==> config.mk <==
export PLATFORM = sky130hd
export DESIGN_NAME = snn_step_controller
export DESIGN_NICKNAME = d
export VERILOG_FILES = /design/src/rtl/snn_ctrl_pkg.sv /design/src/rtl/snn_spike_slot.sv /design/src/rtl/snn_step_controller.sv
export SDC_FILE = /design/constraint.sdc
export NUM_CORES = 1
export LEC_CHECK = 0
export CAP_MARGIN = 20
export CORE_ASPECT_RATIO = 1.1
export CORE_MARGIN = 3
export CORE_UTILIZATION = 48
export CTS_CLUSTER_DIAMETER = 120
export DETAILED_ROUTE_END_ITERATION = 16
export HOLD_SLACK_MARGIN = 0.12
export PLACE_DENSITY = 0.81
export SKIP_LAST_GASP = 1
export SYNTH_ARGS = -nofsm -noshare
export SYNTH_HDL_FRONTEND = slang
export SYNTH_SLANG_ARGS = --single-unit
==> constraint.sdc <==
create_clock -name clk -period 2.6 [get_ports clk]
set_clock_uncertainty 0.15 [all_clocks]
set_input_delay 0.52 -clock clk [delete_from_list [all_inputs] [get_ports clk]]
set_output_delay 0.52 -clock clk [all_outputs]
set_load 0.005 [all_outputs]
==> src/rtl/snn_ctrl_pkg.sv <==
// ---------------------------------------------------------------------------
// snn_ctrl_pkg
// Shared definitions for the spiking-network time-step controller:
//   - state_t        : controller FSM states
//   - DEF_*          : default values for the controller parameters
//   - STEP_W/PHASE_W : widths of the step counter and the in-phase cycle counter
//   - isRunPhase     : states in which network output spikes are counted
//   - isAcceptPhase  : states in which upstream spike requests may be taken
// ---------------------------------------------------------------------------
package snn_ctrl_pkg;

   typedef enum logic [2:0] {
      ST_IDLE    = 3'd0,
      ST_COLLECT = 3'd1,
      ST_FIRE    = 3'd2,
      ST_SETTLE  = 3'd3,
      ST_DONE    = 3'd4
   } state_t;

   localparam int DEF_N_IN           = 3;
   localparam int DEF_N_OUT          = 2;
   localparam int DEF_N_W            = 5;
   localparam int DEF_COLLECT_CYCLES = 8;
   localparam int DEF_SETTLE_CYCLES  = 4;
   localparam int DEF_CNT_W          = 8;

   localparam int STEP_W  = 16;
   localparam int PHASE_W = 16;

   // A run covers the three per-step phases; IDLE and DONE are outside it.
   function automatic logic isRunPhase(input state_t s);
      return (s == ST_COLLECT) || (s == ST_FIRE) || (s == ST_SETTLE);
   endfunction

   // Spike slots are open everywhere in a step except the FIRE cycle, where
   // they are being drained into the network.
   function automatic logic isAcceptPhase(input state_t s);
      return (s == ST_COLLECT) || (s == ST_SETTLE);
   endfunction

endpackage

==> src/rtl/snn_spike_slot.sv <==
// ---------------------------------------------------------------------------
// snn_spike_slot
// One-entry valid/ready holding register for a single input channel. A spike
// (with its sign) is captured when i_valid meets o_ready and held until
// i_clear empties the slot.
// Ports:
//   clk, rst_n     : clock, asynchronous active-low reset
//   i_enable       : slot may accept in this cycle
//   i_valid/i_sign : upstream request and its sign
//   i_clear        : drop the held entry at the end of this cycle
//   o_ready        : slot is empty and enabled
//   o_nextFull     : slot holds a spike, or is taking one this cycle
//   o_nextSign     : sign belonging to o_nextFull
// ---------------------------------------------------------------------------
module snn_spike_slot (
   input  logic clk,
   input  logic rst_n,
   input  logic i_enable,
   input  logic i_valid,
   input  logic i_sign,
   input  logic i_clear,
   output logic o_ready,
   output logic o_nextFull,
   output logic o_nextSign
);

   logic r_full;
   logic r_sign;
   logic w_accept;

   assign o_ready  = i_enable & ~r_full;
   assign w_accept = i_valid & o_ready;

   // The slot holds at most one spike; a held spike blocks the channel until
   // the controller clears it after firing.
   always_ff @(posedge clk or negedge rst_n) begin
      if (!rst_n) begin
         r_full <= 1'b0;
         r_sign <= 1'b0;
      end else if (i_clear) begin
         r_full <= 1'b0;
         r_sign <= 1'b0;
      end else if (w_accept) begin
         r_full <= 1'b1;
         r_sign <= i_sign;
      end
   end

   // Look-ahead view lets the controller register a spike taken in the very
   // last collect cycle into the fire pulse.
   assign o_nextFull = r_full | w_accept;
   assign o_nextSign = w_accept ? i_sign : (r_full & r_sign);

endmodule

==> src/rtl/snn_step_controller.sv <==
// ---------------------------------------------------------------------------
// snn_step_controller
// Time-step sequencer for the 3-input/2-output spiking network. Buffers one
// spike request per input channel, fires all buffered spikes as a one-cycle
// pulse per time step, applies weight updates only at step boundaries and
// counts network output spikes over a run of a programmed number of steps.
// Ports:
//   clk, rst_n               : clock, asynchronous active-low reset
//   start, stop, num_steps   : run control (num_steps = 0 runs until stop)
//   spike_valid/sign/ready   : per-channel spike request handshake
//   cfg_valid/weight/ready   : weight update handshake into the shadow
//   data_in, sign_in, weight : drive to the network
//   out_data                 : network output spikes
//   spike_cnt                : per-output saturating counts, output 0 in LSBs
//   step_count               : completed steps of the current/last run
//   busy, done               : outside IDLE / one-cycle end-of-run pulse
// ---------------------------------------------------------------------------
module snn_step_controller
   import snn_ctrl_pkg::*;
#(
   parameter int             N_IN           = DEF_N_IN,
   parameter int             N_OUT          = DEF_N_OUT,
   parameter int             N_W            = DEF_N_W,
   parameter int             COLLECT_CYCLES = DEF_COLLECT_CYCLES,
   parameter int             SETTLE_CYCLES  = DEF_SETTLE_CYCLES,
   parameter int             CNT_W          = DEF_CNT_W,
   parameter logic [N_W-1:0] WEIGHT_RST     = '0
) (
   input  logic                   clk,
   input  logic                   rst_n,
   input  logic                   start,
   input  logic                   stop,
   input  logic [STEP_W-1:0]      num_steps,
   input  logic [N_IN-1:0]        spike_valid,
   input  logic [N_IN-1:0]        spike_sign,
   output logic [N_IN-1:0]        spike_ready,
   input  logic                   cfg_valid,
   input  logic [N_W-1:0]         cfg_weight,
   output logic                   cfg_ready,
   output logic [N_IN-1:0]        data_in,
   output logic [N_IN-1:0]        sign_in,
   output logic [N_W-1:0]         weight,
   input  logic [N_OUT-1:0]       out_data,
   output logic [N_OUT*CNT_W-1:0] spike_cnt,
   output logic [STEP_W-1:0]      step_count,
   output logic                   busy,
   output logic                   done
);

   state_t              r_state;
   state_t              w_nextState;
   logic [PHASE_W-1:0]  r_phaseCnt;
   logic [STEP_W-1:0]   r_stepCount;
   logic [STEP_W-1:0]   r_numSteps;
   logic [STEP_W-1:0]   w_newStepCount;
   logic                r_stopFlag;
   logic                w_runStart;
   logic                w_phaseLast;
   logic                w_runEnd;
   logic                w_fireNext;

   logic [N_IN-1:0]     w_slotReady;
   logic [N_IN-1:0]     w_slotNextFull;
   logic [N_IN-1:0]     w_slotNextSign;
   logic                w_slotEnable;
   logic                w_slotClear;
   logic [N_IN-1:0]     r_dataIn;
   logic [N_IN-1:0]     r_signIn;

   logic [N_W-1:0]      r_shadow;
   logic                r_shadowFull;
   logic [N_W-1:0]      r_weight;
   logic                w_cfgAccept;
   logic                w_weightCopy;

   logic [CNT_W-1:0]    r_spikeCnt [N_OUT];
   logic                r_busy;
   logic                r_done;

   assign w_runStart     = (r_state == ST_IDLE) && start;
   assign w_newStepCount = r_stepCount + 16'd1;

   // Each timed phase ends when its cycle counter reaches the programmed
   // length; the counter restarts on every state change.
   always_comb begin
      w_phaseLast = 1'b0;
      if (r_state == ST_COLLECT)
         w_phaseLast = (r_phaseCnt == PHASE_W'(COLLECT_CYCLES - 1));
      else if (r_state == ST_SETTLE)
         w_phaseLast = (r_phaseCnt == PHASE_W'(SETTLE_CYCLES - 1));
   end

   // A stop raised during the final settle cycle still ends the run after
   // this step, so the live input is merged with the sticky flag.
   assign w_runEnd = r_stopFlag | stop |
                     ((r_numSteps != '0) && (w_newStepCount == r_numSteps));

   // State register.
   always_ff @(posedge clk or negedge rst_n) begin
      if (!rst_n)
         r_state <= ST_IDLE;
      else
         r_state <= w_nextState;
   end

   // Next-state logic for the step sequence.
   always_comb begin
      w_nextState = r_state;
      case (r_state)
         ST_IDLE:    if (start) w_nextState = ST_COLLECT;
         ST_COLLECT: if (w_phaseLast) w_nextState = ST_FIRE;
         ST_FIRE:    w_nextState = ST_SETTLE;
         ST_SETTLE:  if (w_phaseLast) w_nextState = w_runEnd ? ST_DONE : ST_COLLECT;
         ST_DONE:    w_nextState = ST_IDLE;
         default:    w_nextState = ST_IDLE;
      endcase
   end

   // Cycle counter within COLLECT and SETTLE.
   always_ff @(posedge clk or negedge rst_n) begin
      if (!rst_n)
         r_phaseCnt <= '0;
      else if (w_nextState != r_state)
         r_phaseCnt <= '0;
      else if (isAcceptPhase(r_state))
         r_phaseCnt <= r_phaseCnt + 1'b1;
   end

   // Run bookkeeping: step count, latched step target and sticky stop flag.
   // Counters are cleared only by a new start so they stay readable after DONE.
   always_ff @(posedge clk or negedge rst_n) begin
      if (!rst_n) begin
         r_stepCount <= '0;
         r_numSteps  <= '0;
         r_stopFlag  <= 1'b0;
      end else if (w_runStart) begin
         r_stepCount <= '0;
         r_numSteps  <= num_steps;
         r_stopFlag  <= 1'b0;
      end else begin
         if ((r_state == ST_SETTLE) && w_phaseLast)
            r_stepCount <= w_newStepCount;
         if (r_state == ST_DONE)
            r_stopFlag <= 1'b0;
         else if (stop && (r_state != ST_IDLE))
            r_stopFlag <= 1'b1;
      end
   end

   assign w_slotEnable = isAcceptPhase(r_state);
   assign w_slotClear  = (r_state == ST_FIRE);

   for (genvar i = 0; i < N_IN; i++) begin : gSlot
      snn_spike_slot uSlot (
         .clk        (clk),
         .rst_n      (rst_n),
         .i_enable   (w_slotEnable),
         .i_valid    (spike_valid[i]),
         .i_sign     (spike_sign[i]),
         .i_clear    (w_slotClear),
         .o_ready    (w_slotReady[i]),
         .o_nextFull (w_slotNextFull[i]),
         .o_nextSign (w_slotNextSign[i])
      );
   end

   assign w_fireNext = (r_state == ST_COLLECT) && (w_nextState == ST_FIRE);

   // Fire pulse registers: loaded on the edge into FIRE, so the pulse lines
   // up exactly with the FIRE cycle and is zero in every other cycle.
   always_ff @(posedge clk or negedge rst_n) begin
      if (!rst_n) begin
         r_dataIn <= '0;
         r_signIn <= '0;
      end else if (w_fireNext) begin
         r_dataIn <= w_slotNextFull;
         r_signIn <= w_slotNextFull & w_slotNextSign;
      end else begin
         r_dataIn <= '0;
         r_signIn <= '0;
      end
   end

   assign w_cfgAccept  = cfg_valid & ~r_shadowFull;
   assign w_weightCopy = r_shadowFull && ((r_state == ST_FIRE) || (r_state == ST_IDLE));

   // Weight shadow. The copy happens at the end of FIRE, so the new weight
   // first appears in SETTLE and never coincides with a fire pulse. In IDLE
   // no pulses exist and the copy follows acceptance directly.
   always_ff @(posedge clk or negedge rst_n) begin
      if (!rst_n) begin
         r_shadow     <= '0;
         r_shadowFull <= 1'b0;
         r_weight     <= WEIGHT_RST;
      end else if (w_weightCopy) begin
         r_weight     <= r_shadow;
         r_shadowFull <= 1'b0;
      end else if (w_cfgAccept) begin
         r_shadow     <= cfg_weight;
         r_shadowFull <= 1'b1;
      end
   end

   // Saturating per-output spike counters, active only inside a run.
   always_ff @(posedge clk or negedge rst_n) begin
      if (!rst_n) begin
         for (int j = 0; j < N_OUT; j++) r_spikeCnt[j] <= '0;
      end else if (w_runStart) begin
         for (int j = 0; j < N_OUT; j++) r_spikeCnt[j] <= '0;
      end else if (isRunPhase(r_state)) begin
         for (int j = 0; j < N_OUT; j++)
            if (out_data[j] && (r_spikeCnt[j] != {CNT_W{1'b1}}))
               r_spikeCnt[j] <= r_spikeCnt[j] + 1'b1;
      end
   end

   // Status flags are registered from the next state so they align with it.
   always_ff @(posedge clk or negedge rst_n) begin
      if (!rst_n) begin
         r_busy <= 1'b0;
         r_done <= 1'b0;
      end else begin
         r_busy <= (w_nextState != ST_IDLE);
         r_done <= (w_nextState == ST_DONE);
      end
   end

   for (genvar j = 0; j < N_OUT; j++) begin : gCnt
      assign spike_cnt[j*CNT_W +: CNT_W] = r_spikeCnt[j];
   end

   // spike_ready decodes flops only (state and slot occupancy), so it carries
   // no combinational path from any input.
   assign spike_ready = w_slotReady;
   assign cfg_ready   = ~r_shadowFull;
   assign data_in     = r_dataIn;
   assign sign_in     = r_signIn;
   assign weight      = r_weight;
   assign step_count  = r_stepCount;
   assign busy        = r_busy;
   assign done        = r_done;

endmodule

Word-level counts from Yosys, hierarchy flattened. Cells that the tools add are included.

Register bits: 93. Input bits: 34. Output and inout bits: 49. Logic and storage cells: 123.

Add/sub/neg operators: 4. Eq/ne operators: 12. Mux-type cells: 37. Bitwise operators: 21. Reductions and logical operators: 29.

Operator list (count): 16-bit two-way mux (6); 16-bit by 1-bit adder with 16-bit output, second input constant (2); 1-bit two-way mux (22); 3-bit two-way mux (6); 2-bit nonzero test (9); 8-bit by 1-bit adder with 8-bit output, second input constant (2); 16-bit equality test (1); 16-bit by 2-bit equality test with 1-bit output, second input constant (1); 16-bit by 3-bit equality test with 1-bit output, second input constant (1); 8-bit two-way mux (2); 8-bit inequality test, second input constant (2); 16-bit nonzero test (1); 3-bit case mux with 4 select lines (1); 1-bit AND (10); 3-bit by 2-bit equality test with 1-bit output, second input constant (3); 3-bit nonzero test (3); 1-bit logical AND (8); 3-bit equality test, second input constant (2); 2-bit AND reduction (3); 1-bit NOT (5); 1-bit OR (5); 1-bit logical OR (4); 3-bit AND (1); 3-bit by 1-bit equality test with 1-bit output, second input constant (1); other kinds (2) (2).

Logic depth before layout (Yosys ltp).
Word-level depth: 10. Gate-level depth with buffers: 9. Mapped depth without buffers: 8.

Hierarchy. From an unflattened synthesis, not the netlist that was laid out.

Cell total of the unflattened synthesis: 509. Area, all modules: 4830.9 um^2.

Modules (own cells, without submodules): snn_step_controller (times used 1, cells each 479, area each 4489.3 um^2, sequential area each 2177.1 um^2); snn_spike_slot (times used 3, cells each 10, area each 113.9 um^2, sequential area each 50.0 um^2).

Least setup slack after synthesis. OpenSTA, ideal clock, no wires.

Path kind: register to register. Start: register r_stepCount[0] (netlist: step_count[0]). End: register r_state[0]. Library setup time: 0.132 ns. Data arrival time: 2.268 ns. Data required time: 2.318 ns. Setup slack: 0.049 ns. Cell stages (with the launch flop): 10. Path buffers: 1. Clock period less this slack: 2.551 ns. Cells stage by stage: dfrtp_1 ha_1 nand3_1 or4_1 clkbuf_1 nor2_1 xnor2_1 nand3_1 nor4_2 a21oi_1.

Cells in the longest elaborated chain, start to end: 7.

Ends and longest elaborated chain: from (decl) (RTL line snn_step_controller.sv:53) `logic [STEP_W-1:0] r_stepCount;`; from (signal assigned) (RTL line snn_step_controller.sv:142) `r_stepCount <= w_newStepCount;`; 16-bit by 1-bit adder with 16-bit output (RTL line snn_step_controller.sv:81) `assign w_newStepCount = r_stepCount + 16'd1;`; 16-bit equality test (RTL line snn_step_controller.sv:96) `((r_numSteps != '0) && (w_newStepCount == r_numSteps));`; 1-bit logical AND (RTL line snn_step_controller.sv:96); 1-bit OR (RTL line snn_step_controller.sv:95) `assign w_runEnd = r_stopFlag | stop |`; 3-bit two-way mux (2 in a row) (RTL line snn_step_controller.sv:113) `ST_SETTLE: if (w_phaseLast) w_nextState = w_runEnd ? ST_DONE : ST_COLLECT;`; 3-bit case mux with 4 select lines (RTL line snn_step_controller.sv:109) `case (r_state)`; named net w_nextState[0] (RTL line snn_step_controller.sv:51) `state_t w_nextState;`; to (signal assigned) (RTL line snn_step_controller.sv:103) `r_state <= w_nextState;`; to (decl) (RTL line snn_step_controller.sv:50) `state_t r_state;`.

The timed path passes the listed nets, and every way through them passes these cells. A chain may end at the register's enable or synchronous reset.

Worst setup path in the final report.
Start: register r_state[2]. End: output port spike_ready[0].

Cells in the longest elaborated chain, start to end: 3. Elaborated cells on any way between the ends: 4. Those cells by class: eq/ne (2); bitwise (1); reduce/logical (1).

Ends and longest elaborated chain: 3-bit by 1-bit equality test with 1-bit output or 3-bit by 2-bit equality test with 1-bit output (tied branches) (RTL line snn_ctrl_pkg.sv:38) `return (s == ST_COLLECT) || (s == ST_SETTLE);`; 1-bit logical OR * (RTL line snn_ctrl_pkg.sv:38); 1-bit AND * (RTL line snn_spike_slot.sv:31) `assign o_ready = i_enable & ~r_full;`; to (decl) (RTL line snn_step_controller.sv:36) `output logic [N_IN-1:0] spike_ready,`.

Mark *: on every way between the ends. The rest lies on a longest branch, timed or not.

==> metrics.cfg <==
[run_status]
status=finished clean

[clock_network]
numCtsBuffers=9
clock_latency_ns=0.36
cts_tree=done
root_buffer=clkbuf_8
htree_levels=3
cts_sinks=93
cts_buffer_depth=2
clk_pin_slew_ns=0.09

[route]
postRouteAntennaNets=0
wirelength_mm=10.6
drc=0
via_per_inst=5.50
drtIter0Drc=195
wl_per_cell_um=14.8
vias=3930
first_pass_iters=5

[final_layout]
final_util_pct=63.2
design_area_um2=5940
layout.nets=631
area_delta_synth_final_pct=27.9
n_antenna_cell=0
final_cells=714
drive_above_1_share_pct=10.4

[placement]
dpl-instance-area_um2=5690
port_buffers=82
dp.cells=698
dp_hpwl_mm=7.64
place_congestion=0.869

[timing]
worst_slew_pin_slew_ns=0.689
timing.fmax_mhz=406
period_share_pct=94.7
maxSlewViolCount=0
hold_viol_final=0
fin_crit_ns=2.46
slew_headroom_pct=54.0
setup_viol=0
finalSetupTns_ns=0
rsz0062_at_grt=false

[synth]
yosysWarnings=0
syn_inst=498
syn_area_per_cell_um2=9.32
syn-cell-area_um2=4640
synth_edf_count=0
synthFlopType=dfrtp_1
ys_async_sr_fraction_pct=100
synth-seq-cells=93
ys_types=43
synth.net_count=536
seq_area_frac_synth_pct=50.1

[global_route]
grt_pass1_wl_mm=18.1
grt_max_degree=53
grt_usage_pct=20.6
antenna_found_initial=0
grt_pass1_vias=3896
grt_remaining_overflow=0

[power]
power_mw=6.16
ir_drop_v=0.000561
power_density_nw_per_um2=1040
leakagePower_nw=2.60

[critical_path]
critPathLaunchType=flip-flop
cp_max_fo=12
crit_required_ns=1.93
arrival_ns=1.79
critPathKind=flip-flop to primary output
critPathCaptureType=primary output

[floorplanning]
ioPinCount=83
die-area_um2=10900
fp-row-count=37
initial_utilization_pct=49.4
core_area_um2=9400
die_h_um=109
die_x_um=99.8

[run]
drv_cap=0

[min_path]
worst_hold_path_type=flip-flop to flip-flop

synth_stat cells, types with 9 or more instances:
library cell / number / area (µm²)
dfrtp_1: 93 / 2330
nand2_1: 77 / 289
nor2_1: 67 / 251
xnor2_1: 26 / 228
xor2_1: 25 / 219
o21ai_0: 22 / 110
a21oi_1: 19 / 95.1
nand3_1: 17 / 85.1
nand4_1: 17 / 106
clkbuf_1: 13 / 48.8
mux2_2: 11 / 124
nor3_1: 11 / 55.1
o21ai_1: 9 / 45.0
final timing paths:
check | depth (start not counted) | slack [ns] | from | end
setup / recovery | 4 | 0.14 | r_state[2] | spike_ready[0]
hold / removal | 1 | 0.36 | r_shadow[3] | weight[3]
setup reg to reg | 7 | 0.17 | r_phaseCnt[9] | step_count[2]
hold reg to reg | 1 | 0.36 | r_shadow[3] | weight[3]
max in group asynchronous | 3 | 1.08 | rst_n | spike_cnt[11]
min in group asynchronous | 2 | 0.57 | rst_n | step_count[4]
cells by family after synthesis:
family	after synthesis	share of synthesized area, %
and+or+nand+nor	239	24.3
DFF	93	50.1
buffers and inverters	29	2.91
adders and majority gates	4	1.08
AOI/OAI and AO/OA	67	8.38
muxes	15	3.53
xor gates and xnor gates	51	9.62
per-layer routing:
layer,vias up,GRT usage (%),share of wire [%],wire length [µm]
met5,-,0,0,0
met4,0,6.63,1.6,170
met3,19,4.73,6.4,675
met2,129,33.6,49,5160
met1,1901,27.2,43,4600
li1,1881,-,-,-
cells in the final DEF, fill, tap and decap left out, types with 17 or more instances in the layout:
cell | synthesis | layout
nand3_1 | 17 | 17
nand4_1 | 17 | 17
clkdlybuf4s50_1 | 0 | 81
buf_4 | 3 | 23
nor2_1 | 67 | 66
a21oi_1 | 19 | 19
xnor2_1 | 26 | 26
dfrtp_1 | 93 | 93
xor2_1 | 25 | 25
o21ai_0 | 22 | 22
nand2_1 | 77 | 77
report_power, final:
group / internal [mW] / switching [mW]
Clock: 0.562 / 0.490
Combinational: 1.37 / 1.21
Sequential: 1.97 / 0.564
sequential cells by signal (all words and copies together), names as in the netlist, 3 cells and up:
name                flops
r_shadow                5
gSlot.uSlot.r_sign      3
gSlot.uSlot.r_full      3
sign_in                 3
r_numSteps             16
step_count             16
data_in                 3
r_phaseCnt             16
weight                  5
r_state                 3
spike_cnt              16
timing repair:
item	in CTS	in global routing
setup endpoints to repair	0	5
hold buffers	1	0
setup buffers	0	0
hold endpoints to repair	50	0
gates resized for setup	0	5
cell type report:
| type | count | area [µm²] |
|---|---|---|
| Multi-Input combinational cell | 376 | 2200 |
| Clock buffer | 11 | 141 |
| Clock inverter | 4 | 72.6 |
| Inverter | 6 | 22.5 |
| Fill cell | 783 | 3460 |
| Sequential cell | 93 | 2330 |
| Tap cell | 117 | 146 |
| Timing Repair Buffer | 107 | 1020 |
worst max-delay path, stage by stage, from the launching register on:
cell,delay (ns)
dfrtp_1,0.40
buf_4,0.19
nand2b_1,0.19
nor2_1,0.14
clkdlybuf4s50_1,0.53
per-stage QoR:
step / setup slack (ns) / hold slack (ns)
after floorplan: 0.0495 / 0.0744
after global placement: 0.103 / 0.329
after detailed placement: 0.0265 / 0.336
after CTS: 0.00914 / 0.360
after global routing: 0.0280 / 0.382
final: 0.139 / 0.356
No activity file was read; power rests on OpenSTA's default activity.
